**src/rtl/simon_button_rx.sv**
```systemverilog
// -----------------------------------------------------------------------------
// simon_button_rx
//
// Return path of the Simon game: samples the four raw player buttons,
// synchronises and debounces each one, and turns a clean single-button press
// into a 2-bit code. The code reaches the game FSM through a one-entry holding
// register with a valid/ready handshake.
//
// Ports:
//   clk_i          sole clock, rising edge
//   rst_i          synchronous, active-high reset
//   btn_in_i[3:0]  raw asynchronous buttons, active-high
//   btn_held_o     debounced button levels
//   btn_valid_o    an event is pending in the holding register
//   btn_code_o     index of the pending button (meaningful while valid)
//   btn_ready_i    consumer accepts the pending event
//   btn_multi_o    one-cycle pulse: chord detected and rejected
//   btn_overflow_o one-cycle pulse: event dropped, holding register full
//
// Build option:
//   SIMON_RX_RELEASE_EVT_EN  when defined, events fire on button release
//                            instead of press.
//
// All outputs come straight from flops; there is no input-to-output
// combinational path.
// -----------------------------------------------------------------------------
module simon_button_rx #(
   parameter int unsigned DB_COUNT = 10000
) (
   input  logic       clk_i,
   input  logic       rst_i,
   input  logic [3:0] btn_in_i,
   output logic [3:0] btn_held_o,
   output logic       btn_valid_o,
   output logic [1:0] btn_code_o,
   input  logic       btn_ready_i,
   output logic       btn_multi_o,
   output logic       btn_overflow_o
);

   localparam int unsigned CW = $clog2(DB_COUNT + 1);
   localparam logic [CW-1:0] CNT_LAST = CW'(DB_COUNT - 1);

   // True when exactly one bit of v is set.
   function automatic logic onehot4(input logic [3:0] v);
      return (v != 4'd0) && ((v & (v - 4'd1)) == 4'd0);
   endfunction

   // Index of the set bit of a one-hot vector.
   function automatic logic [1:0] enc4(input logic [3:0] v);
      logic [1:0] r;
      case (v)
         4'b0001: r = 2'd0;
         4'b0010: r = 2'd1;
         4'b0100: r = 2'd2;
         4'b1000: r = 2'd3;
         default: r = 2'd0;
      endcase
      return r;
   endfunction

   logic [3:0]    sync1_q, sync2_q;
   logic [3:0]    held_q, held_d;
   logic [3:0]    held_dly_q;
   logic [CW-1:0] cnt_q [4];
   logic [CW-1:0] cnt_d [4];

   logic          valid_q, valid_d;
   logic [1:0]    code_q, code_d;
   logic          multi_q, multi_d;
   logic          ovf_q, ovf_d;

   logic [3:0]    edge_s;
   logic          evt_s;
   logic          chord_s;
   logic          accept_s;

   // Per-bit debounce: a level change is accepted only after DB_COUNT
   // consecutive mismatching samples; any match restarts the count.
   always_comb begin
      for (int i = 0; i < 4; i++) begin
         cnt_d[i]  = '0;
         held_d[i] = held_q[i];
         if (sync2_q[i] == held_q[i]) begin
            cnt_d[i]  = '0;
            held_d[i] = held_q[i];
         end else if (cnt_q[i] == CNT_LAST) begin
            cnt_d[i]  = '0;
            held_d[i] = ~held_q[i];
         end else begin
            cnt_d[i]  = cnt_q[i] + CW'(1);
            held_d[i] = held_q[i];
         end
      end
   end

`ifdef SIMON_RX_RELEASE_EVT_EN
   // Release mode: a lone falling edge with nothing else held is an event;
   // several simultaneous falls are a chord.
   always_comb begin
      edge_s  = ~held_q & held_dly_q;
      evt_s   = 1'b0;
      chord_s = 1'b0;
      if (onehot4(edge_s)) begin
         evt_s   = (held_q == 4'd0);
         chord_s = 1'b0;
      end else if (edge_s != 4'd0) begin
         evt_s   = 1'b0;
         chord_s = 1'b1;
      end else begin
         evt_s   = 1'b0;
         chord_s = 1'b0;
      end
   end
`else
   // Press mode: a lone rising edge with no other button already held is an
   // event; multiple rises, or a rise on top of a held button, is a chord.
   always_comb begin
      edge_s  = held_q & ~held_dly_q;
      evt_s   = 1'b0;
      chord_s = 1'b0;
      if (edge_s == 4'd0) begin
         evt_s   = 1'b0;
         chord_s = 1'b0;
      end else if (onehot4(edge_s) && (held_dly_q == 4'd0)) begin
         evt_s   = 1'b1;
         chord_s = 1'b0;
      end else begin
         evt_s   = 1'b0;
         chord_s = 1'b1;
      end
   end
`endif

   // Holding register next state: load on event when empty or being drained
   // this cycle, otherwise drop the event and flag overflow.
   always_comb begin
      accept_s = valid_q & btn_ready_i;
      valid_d  = valid_q;
      code_d   = code_q;
      multi_d  = chord_s;
      ovf_d    = 1'b0;
      if (evt_s) begin
         if (!valid_q || accept_s) begin
            valid_d = 1'b1;
            code_d  = enc4(edge_s);
         end else begin
            ovf_d   = 1'b1;
         end
      end else if (accept_s) begin
         valid_d = 1'b0;
      end else begin
         valid_d = valid_q;
      end
   end

   // State registers: synchroniser, debounce, edge history, holding register.
   always_ff @(posedge clk_i) begin
      if (rst_i) begin
         sync1_q    <= 4'd0;
         sync2_q    <= 4'd0;
         held_q     <= 4'd0;
         held_dly_q <= 4'd0;
         for (int i = 0; i < 4; i++) begin
            cnt_q[i] <= '0;
         end
         valid_q    <= 1'b0;
         code_q     <= 2'd0;
         multi_q    <= 1'b0;
         ovf_q      <= 1'b0;
      end else begin
         sync1_q    <= btn_in_i;
         sync2_q    <= sync1_q;
         held_q     <= held_d;
         held_dly_q <= held_q;
         for (int i = 0; i < 4; i++) begin
            cnt_q[i] <= cnt_d[i];
         end
         valid_q    <= valid_d;
         code_q     <= code_d;
         multi_q    <= multi_d;
         ovf_q      <= ovf_d;
      end
   end

   assign btn_held_o     = held_q;
   assign btn_valid_o    = valid_q;
   assign btn_code_o     = code_q;
   assign btn_multi_o    = multi_q;
   assign btn_overflow_o = ovf_q;

endmodule

```
**config.mk**
```make
export PLATFORM = sky130hd
export DESIGN_NAME = simon_button_rx
export DESIGN_NICKNAME = d
export VERILOG_FILES = /design/src/rtl/simon_button_rx.sv
export SDC_FILE = /design/constraint.sdc
export NUM_CORES = 1
export LEC_CHECK = 0
export ABC_AREA = 1
export BUFFER_PORTS_ARGS = -buffer_cell sky130_fd_sc_hd__buf_2
export CORE_AREA = 4 4 86 88
export CTS_BUF_LIST = sky130_fd_sc_hd__clkbuf_2
export DETAILED_ROUTE_END_ITERATION = 7
export DIE_AREA = 0 0 90 92
export PLACE_DENSITY = 0.82
export SYNTH_ARGS = -nofsm -noshare
export SYNTH_HDL_FRONTEND = slang
export SYNTH_SLANG_ARGS = --single-unit
```
**constraint.sdc**
```tcl
create_clock -name clk_i -period 1.6 [get_ports clk_i]
set_input_delay 0.24 -clock clk_i [delete_from_list [all_inputs] [get_ports clk_i]]
set_output_delay 0.24 -clock clk_i [all_outputs]
set_load 0.02 [all_outputs]
```
==> results of run 1 <==
## cells in the final DEF (no fill, tap or decap), types with 6 or more instances in the layout
| master | n |
|---|---|
| a21oi_2 | 8 |
| dfxtp_1 | 76 |
| nand2_1 | 96 |
| inv_1 | 70 |
| nand4_1 | 13 |
| o21ai_0 | 6 |
| buf_2 | 15 |
| a21oi_1 | 18 |
| nand3_1 | 19 |
| nand2_2 | 6 |
| xor2_1 | 18 |
| nor2_1 | 78 |
| nor3_1 | 18 |
| clkbuf_2 | 11 |
| nor2_2 | 14 |
## worst min-delay path by stage
| stage | to | start | slack, ps |
|---|---|---|---|
| after global routing | btn_overflow_o | btn_ready_i | 90 |
| after floorplan | sync1_q[0] | btn_in_i[0] | 350 |
| after detailed placement | sync2_q[3] | sync1_q[3] | 400 |
| after CTS | btn_overflow_o | btn_ready_i | 40 |
| after global placement | sync2_q[0] | sync1_q[0] | 390 |
| final | btn_overflow_o | btn_ready_i | 80 |
## worst reg2reg max path, delay by kind of cell, from the launching register on
kind / cells / cell delay [ps]
adder cells (fa/ha/maj): 1 / 210
flip-flops: 1 / 380
AO/OA/AOI/OAI: 1 / 70
AND/OR/NAND/NOR: 4 / 710
## flip-flops by register name (all words and copies together) (netlist names)
signal,cells
btn_held_o,4
held_dly_q,4
btn_overflow_o,1
sync2_q,4
sync1_q,4
btn_valid_o,1
btn_multi_o,1
cnt_q,56
btn_code_o,2
## cell type report
class | instances | area, sq um | area share, %
Timing Repair Buffer | 19 | 115 | 3.02
Inverter | 75 | 287 | 7.52
Tap cell | 80 | 100 | 2.63
Sequential cell | 77 | 1540 | 40.5
Multi-Input combinational cell | 321 | 1670 | 43.9
Clock inverter | 3 | 38.8 | 1.02
Clock buffer | 11 | 55.1 | 1.44
## power groups by stage
| stage | clock network, mW | registers, mW | logic [mW] |
|---|---|---|---|
| 4_1_cts | 0.982 | 1.94 | 0.0593 |
| 3_5_place_dp | 0 | 1.98 | 0.0516 |
| 6_report | 0.951 | 1.94 | 0.0602 |
| 2_1_floorplan | 0 | 1.98 | 0.0461 |
| 3_3_place_gp | 0 | 1.98 | 0.0509 |
| 5_1_grt | 1.04 | 1.94 | 0.0691 |
## metal layers
metal	up-vias	GRT usage [%]
met5	-	0
met4	0	8.16
met3	12	2.38
met2	48	26.8
met1	1247	18.2
li1	1536	-
## stage by stage
step	hold WS (ps)	total power [mW]	cells	cell area, sq um	setup WS (ps)
after floorplan	347	2.02	479	3550	263
after global placement	394	2.03	568	3660	166
after detailed placement	402	2.03	568	3660	115
after CTS	43.8	2.98	586	3790	54.1
after global routing	86.8	3.05	586	3810	-22.1
final	79.6	2.95	586	3810	142
## kinds of logic after synthesis
logic type      share of synthesized area, %
simple gates                            34.5
xor+xnor                                5.18
fa+ha+maj                               1.41
compound gates                          5.53
flops                                   43.4
buf+inv                                 10.0
## timing repair
item | 4_1_cts | 5_1_grt
resized for setup | 0 | 5
hold endpoints to repair | 4 | 0
hold buffers | 4 | 0
setup endpoints to repair | 0 | 41
==> results.yml, run 1 <==
synthesis:
  synth_edf_count: 0
  synth_top_cell_area_share_pct: 43.4
  yosysMostFrequentCell: "nand2_1"
  syn_nets: 490
  synth.avg_cell_area_sq_um: 7.41
  synth_area_sq_um: 3550
  synth_cell_type_count: 30
  yosysTopAreaCell: "dfxtp_1"
  synthCells: 479
  synth_common_cells: "96 x nand2_1, 79 x nor2_1, 77 x dfxtp_1, 70 x inv_1, 19 x nand3_1"
  async_flop_share_pct: 0
  synth_warnings: 0
  ys.flop_type: "dfxtp_1"
  ys_seq_elements: 77
  synth_seq_area_share_pct: 43.4
  synthTopCellsByArea: "dfxtp_1 43%, nand2_1 10%, nor2_1 8.4%, inv_1 7.4%, xor2_1 4.4%"
worst_setup_path:
  cp_top_family: "simple AND/OR/NAND/NOR gates"
  reg2reg_to: "cnt_q[3][8]"
  slowest_delay_ps: 380
  cp.depth: 6
  cp_slowest_cell: "dfxtp_2"
  reg2reg_depth: 6
  r2r_setup_slack_ps: 140
  cp-startpoint: "cnt_q[3][0]"
  critPathCapture: "cnt_q[3][8]"
  path_class: "reg2reg"
  cp_max_fo: 14
  crit_required_ps: 1980
  cp_num_buf_inv: 0
  crit_path_end_kind: "flop"
  crit_arrival_ps: 1840
  r2r_start: "cnt_q[3][0]"
  crit_chain: "ha_1, nand3_1, nor2_4, nand3_2, nand3_4, a21oi_1"
  startpoint_type: "flop"
pwr:
  swShare_pct: 21.8
  clock_power_share_pct: 32.2
  intPower_mw: 2.31
  share_comb_of_total_power_pct: 2.0
  p_leak_nw: 1.46
  seqPwrFrac_pct: 65.7
  p_per_area_nw_per_um2: 774
  p_sw_mw: 0.644
  max-vdd-ir-drop_mv: 0.330
timing:
  setup_tns_ps: 0
  drv_slew: 0
  setup_viol: 0
  finalHoldViolations: 0
  slew_headroom_pct: 76.9
  worst_slew_pin_slew_ps: 344
  fin_crit_sh_pct: 91.1
  fmax_mhz: 686
  final_period_minus_worst_setup_slack_ps: 1460
  skew_ps: 11.3
layout:
  area_growth_pct: 7.36
  final_nets: 514
  drive_gt1_share_pct: 15.2
  fill_cells: 600
  antennaDiodeCount: 0
  final_core_util_pct: 57.4
floorplanning:
  rows: 30
  die_y_um: 92
  dieArea_sq_um: 8280
  initial_core_util_pct: 53.4
  pin_count: 16
  dieWidth_um: 90
  design.core.area_sq_um: 6640
place:
  gp_congestion: 0.814
  port_buffers: 15
  dp_hpwl_um: 4480
global_routing:
  antenna_found_initial: 0
  grt_pass1_wl_um: 10800
  grt_pass1_vias: 2674
  grt_max_degree: 17
  grt.overflow.total: 0
  track_usage_pct: 15.4
drt:
  routedWlPerCell_um: 10.3
  wirelength_um: 6050
  vias: 2843
  firstDrtPassIters: 4
  drc: 0
  ant_nets: 0
  drt-initial-drc-count: 95
  vias_per_cell: 4.85
  wl_met2_um: 2890
  wl_met1_um: 2860
  top_layer: "met4"
  wl_met3_um: 178
worst_hold_path:
  holdCritPathClass: "in2reg"
  holdPathStages: 4
clock_network:
  cts_tree: "built"
  cts_setup_buffers: 0
  clock_latency_ps: 480
  root_buffer: "clkbuf_2"
  cts.clk_slew.worst_paths_ps: 180
  cts_made_buffers: 9
  cts_sinks: 77
  htreeDepth: 3
  ctsLongestPathBuffers: 2
status:
  status: "finished, final reports clean"
flow_run:
  maxCapViolCount: 0
(Power assumes the default switching activity.)
==> inputs of run 2 (changes only) <==
--- a/config.mk
+++ b/config.mk
@@ -7,11 +7,12 @@
 export LEC_CHECK = 0
 export ABC_AREA = 1
 export BUFFER_PORTS_ARGS = -buffer_cell sky130_fd_sc_hd__buf_2
-export CORE_AREA = 4 4 86 88
+export CORE_AREA = 2 2 84 86
 export CTS_BUF_LIST = sky130_fd_sc_hd__clkbuf_2
 export DETAILED_ROUTE_END_ITERATION = 7
-export DIE_AREA = 0 0 90 92
-export PLACE_DENSITY = 0.82
+export DIE_AREA = 0 0 86 88
+export PLACE_DENSITY = 0.79
+export SETUP_SLACK_MARGIN = 0.3
 export SYNTH_ARGS = -nofsm -noshare
 export SYNTH_HDL_FRONTEND = slang
 export SYNTH_SLANG_ARGS = --single-unit
==> run 2 against run 1 <==
  * Die area shrank 8.6%
  * Fmax up 5.6%
  * Utilization increased by 12 points
  * Critical path type unchanged
  * Largest cell class unchanged
  * Largest power group unchanged
==> results.yml, run 2 (synthesis results as in run 1) <==
worst_setup_path:
  startpoint_type: "flop"
  crit_chain: "ha_4, nand2_4, inv_4, nand2_4, nor2_4, nand4_1, buf_6, nand2_8, nor2_1"
  crit_path_end_kind: "flop"
  cp_max_fo: 7
  slowest_delay_ps: 390
  crit_arrival_ps: 1840
  path_class: "reg2reg"
  crit_required_ps: 2060
  crit_top_cell: "nand2_4"
  r2r_setup_slack_ps: 220
  cp_slowest_cell: "dfxtp_2"
timing:
  slew_headroom_pct: 73.9
  finalHoldViolations: 0
  rsz0062_at_grt: "yes"
  worst_slew_pin_slew_ps: 388
  setup_tns_ps: 0
  drv_slew: 0
  fmax_mhz: 725
  hold_ws_ps: 16.2
  fin_crit_sh_pct: 86.3
  final_period_minus_worst_setup_slack_ps: 1380
  setup_viol: 0
  skew_ps: 28.6
place:
  dp_hpwl_um: 4420
  gp_congestion: 0.795
  dp.cells: 569
  port_buffers: 15
floorplanning:
  dieWidth_um: 86
  rows: 30
  design.core.area_sq_um: 6640
  die_y_um: 88
  pin_count: 16
  dieArea_sq_um: 7570
  initial_core_util_pct: 53.4
layout:
  final_cell_mix: "76 x nand2_1, 61 x nor2_1, 58 x inv_1, 48 x dfxtp_1, 26 x buf_4"
  antennaDiodeCount: 0
  largest_register_ffs: 56
  mostFrequentLayoutCell: "nand2_1"
  final_nets: 547
  area_growth_pct: 30.3
  drive_gt1_share_pct: 39.9
  top_register: "cnt_q"
  final_cells: 621
flow_run:
  maxCapViolCount: 0
drt:
  routedWlPerCell_um: 13.5
  vias_per_cell: 5.16
  vias: 3206
  drc: 0
  drt-initial-drc-count: 144
  firstDrtPassIters: 6
  ant_nets: 0
  wirelength_um: 8400
clock_network:
  cts.clk_slew.worst_paths_ps: 200
  cts_sinks: 77
  cts_made_buffers: 9
  ctsLongestPathBuffers: 2
  clock_latency_ps: 560
  htreeDepth: 3
  cts_tree: "built"
  root_buffer: "clkbuf_2"
status:
  status: "finished, final reports clean"
global_routing:
  grt.overflow.total: 0
  grt_pass1_wl_um: 12000
  antenna_found_initial: 0
  track_usage_pct: 19.8
  grt_pass1_vias: 2906
  grt_max_degree: 13
pwr:
  max-vdd-ir-drop_mv: 0.360
  total_power_mw: 3.24
  p_per_area_nw_per_um2: 700
  p_leak_nw: 1.75
worst_hold_path:
  holdCritPathClass: "in2reg"
run 2: cell types whose count changed in the layout (fill, tap and decap cells not counted), moves of 10 or more:
| cell | previous run | this run |
|---|---|---|
| inv_2 | 4 | 14 |
| nand2_1 | 96 | 76 |
| dfxtp_1 | 76 | 48 |
| inv_1 | 70 | 58 |
| nor2_1 | 78 | 61 |
| buf_6 | 0 | 11 |
| dfxtp_2 | 1 | 22 |
| nor2_4 | 2 | 12 |
| buf_4 | 0 | 26 |
| nand2_2 | 6 | 18 |
run 2: what timing repair did:
item | in CTS | in global routing
hold buffers | 4 | 0
gates cloned | 4 | 0
gates resized for setup | 42 | 118
pin swaps | 18 | 29
endpoints found under the setup margin | 65 | 73
setup buffers | 16 | 12
endpoints found under the hold margin | 4 | 0
run 2: layout make-up:
cell class	count	area [sq um]
clock buffers	11	55.1
clock inverters	5	75.1
fillers	469	2020
inverters	75	292
multi-input cells	325	2120
flip-flops and latches	77	1600
well taps	80	100
repair buffers	48	394
run 2: per-stage QoR:
| step | utilization [%] | area [sq um] | worst slack, ps |
|---|---|---|---|
| after floorplan | - | 3590 | 304 |
| after global placement | 55.8 | 3700 | 219 |
| after detailed placement | 55.8 | 3700 | 152 |
| after CTS | 62.7 | 4170 | 262 |
| after global routing | 69.6 | 4630 | 125 |
| final | 69.6 | 4630 | 220 |
run 2: critical path: cells and delay by family, from the launching register on:
| kind | cells | cell delay, ps |
|---|---|---|
| and+or+nand+nor | 6 | 500 |
| DFF | 1 | 390 |
| buffers and inverters | 2 | 260 |
| adders and majority gates | 1 | 150 |
run 2: final timing paths:
path | start | to | cells past startpoint
worst min-delay path | rst_i | held_dly_q[2] | 2
worst max register to register | cnt_q[2][1] | cnt_q[2][1] | 9
worst max-delay path | cnt_q[2][1] | cnt_q[2][1] | 9
worst min register to register | sync1_q[3] | sync2_q[3] | 2
run 2: report_power, final:
part	switching [mW]	total, mW	internal [mW]	leakage, nW
registers	0.00952	1.93	1.92	0.639
logic	0.0530	0.0872	0.0342	1.02
clock network	0.698	1.22	0.523	0.0857
total	0.761	3.24	2.48	1.75
run 2: per-layer routing:
metal	up-vias	part of all wire, %	track usage, %
met4	0	2.3	7.94
li1	1612	-	-
met5	-	0	0
met3	20	4.3	5.28
met1	1492	43	22.7
met2	82	50	35.1
==> inputs of run 3 (changes only) <==
==> constraint.sdc (replaced) <==
create_clock -name clk_i -period 1.6 [get_ports clk_i]
set_input_delay 0.16 -clock clk_i [delete_from_list [all_inputs] [get_ports clk_i]]
set_output_delay 0.16 -clock clk_i [all_outputs]
set_load 0.02 [all_outputs]
==> run 3 against run 2 <==
  * Worst hold slack better by 350 ps
  * Worst setup slack got worse by 12 ps
  * Total power down 0.83%
  * Global-route usage fell by 0.15 points
  * Flip-flop and latch count did not move
  * Clock power barely moved
  * Critical path depth did not move
  * Clock skew down 4.8 ps
  * Combinational power grew 4.4%
  * Die area stayed put
==> results.yml, run 3 (synthesis results as in run 1) <==
status:
  status: "finished, final reports clean"
floorplanning:
  dieArea_sq_um: 7570
  pin_count: 16
  initial_core_util_pct: 53.4
  rows: 30
  die_y_um: 88
  dieWidth_um: 86
  design.core.area_sq_um: 6640
layout:
  top_register: "cnt_q"
  fill_cells: 481
  multi_input_area_sq_um: 2080
  finish.instance_area_sq_um: 4540
  drive_gt1_share_pct: 35.5
  final_cell_mix: "82 x nand2_1, 63 x inv_1, 63 x nor2_1, 52 x dfxtp_1, 21 x buf_4"
  mostFrequentLayoutCell: "nand2_1"
  regArea_sq_um: 1600
  final_nets: 544
  largest_register_ffs: 56
  area_growth_pct: 27.9
  antennaDiodeCount: 0
worst_setup_path:
  r2r_start: "cnt_q[2][1]"
  cp_num_buf_inv: 2
  cp_max_fo: 7
  crit_arrival_ps: 1830
  startpoint_type: "flop"
  slowest_delay_ps: 400
  crit_required_ps: 2040
  crit_top_cell: "nand2_4"
  crit_path_end_kind: "flop"
  path_class: "reg2reg"
  cp_top_family: "simple AND/OR/NAND/NOR gates"
  reg2reg_to: "cnt_q[2][1]"
  cp_slowest_cell: "dfxtp_2"
  reg2reg_depth: 9
  r2r_setup_slack_ps: 210
  crit_chain: "ha_4, nand2_4, inv_4, nand2_4, nor2_4, nand4_1, buf_6, nand2_8, nor2_1"
clock_network:
  cts_tree: "built"
  cts.clk_slew.worst_paths_ps: 190
  htreeDepth: 3
  clock_latency_ps: 530
  root_buffer: "clkbuf_2"
  cts_made_buffers: 9
  cts_sinks: 77
  ctsLongestPathBuffers: 2
drt:
  routedWlPerCell_um: 12.8
  firstDrtPassIters: 6
  drt-initial-drc-count: 148
  ant_nets: 0
  vias_per_cell: 5.09
  vias: 3147
  drc: 0
  wirelength_um: 7890
worst_hold_path:
  hp-start: "btn_in_i[3]"
  holdCritPathClass: "in2reg"
  holdPathStages: 4
  holdPathEnd: "sync1_q[3]"
place:
  gp_congestion: 0.795
  dp_hpwl_um: 4420
  port_buffers: 15
  dp_slack_ps: 152
  placed_area_sq_um: 3700
pwr:
  total_power_mw: 3.21
  max-vdd-ir-drop_mv: 0.339
  p_per_area_nw_per_um2: 708
  p_leak_nw: 1.73
timing:
  slew_headroom_pct: 66.2
  setup_viol: 0
  fin_crit_sh_pct: 87.0
  final_period_minus_worst_setup_slack_ps: 1390
  setup_tns_ps: 0
  worst_slew_pin_slew_ps: 505
  drv_slew: 0
  fmax_mhz: 718
  setup_ws_ps: 208
  rsz0062_at_grt: "yes"
  skew_ps: 23.8
  finalHoldViolations: 0
global_routing:
  grt_pass1_wl_um: 11900
  grt_pass1_vias: 2903
  antenna_found_initial: 0
  grt_max_degree: 13
  track_usage_pct: 19.6
  grt.overflow.total: 0
flow_run:
  maxCapViolCount: 0
## run 3: changes by cell type in the layout (fill, tap and decap cells not counted), moves of 4 or more
cell and delta:
nand2_2 -4, nand2_1 +6, dfxtp_2 -6, inv_1 +5
buf_4 -5, inv_2 -6, buf_6 -6, dfxtp_1 +4
buf_2 +5
## run 3: worst register-to-register path, cell delays in order (launching register included)
cell     delay, ps
dfxtp_2        400
ha_4           150
nand2_4         60
inv_4           70
nand2_4         60
nor2_4         100
nand4_1        150
buf_6          180
nand2_8        100
nor2_1          50
## run 3: worst max-delay path by stage
stage | slack, ps | depth (start not counted) | startpoint | end
detailed placement | 150 | 8 | cnt_q[1][0] | cnt_q[1][2]
finish | 210 | 9 | cnt_q[2][1] | cnt_q[2][1]
global route | 150 | 9 | cnt_q[2][1] | cnt_q[2][1]
floorplan | 300 | 7 | cnt_q[3][0] | cnt_q[3][13]
CTS | 260 | 9 | cnt_q[2][1] | cnt_q[2][0]
global placement | 220 | 8 | cnt_q[1][0] | cnt_q[1][2]
## run 3: cell type report
type / instances / area share (%)
timing repair buffer: 45 / 7.63
multi-input combinational: 325 / 45.7
sequential: 77 / 35.1
inverter: 75 / 6.47
clock buffer: 11 / 1.21
clock inverter: 5 / 1.65
tap: 80 / 2.20
## run 3: repair_timing
action,CTS,global route
resized for setup,36,97
hold buffers,7,0
endpoints found under the hold margin,9,0
pin swaps,14,24
gates cloned,4,0
buffers inserted,10,12
endpoints found under the setup margin,64,68
## run 3: layer usage
metal  share of wire (%)  track usage [%]  wire length [um]  vias up
met5                   0                0                 0        -
met4                 2.4             8.37               193        0
met3                 4.2             5.28               333       21
met2                  51             35.0              3990       78
met1                  43             22.2              3370     1438
li1                    -                -                 -     1610
## run 3: through the flow
step / instances / hold WS (ps) / util, %
6_report: 618 / 365 / 68.4
5_1_grt: 618 / 354 / 68.4
4_1_cts: 606 / 360 / 62.2
3_5_place_dp: 569 / 374 / 55.8
3_3_place_gp: 569 / 373 / 55.8
2_1_floorplan: 479 / 267 / -
## run 3: power breakdown
group / internal [mW] / leakage (nW) / switching (mW)
Combinational: 0.0390 / 1.01 / 0.0520
Sequential: 1.92 / 0.637 / 0.00867
Clock: 0.523 / 0.0857 / 0.672
Total: 2.48 / 1.73 / 0.732
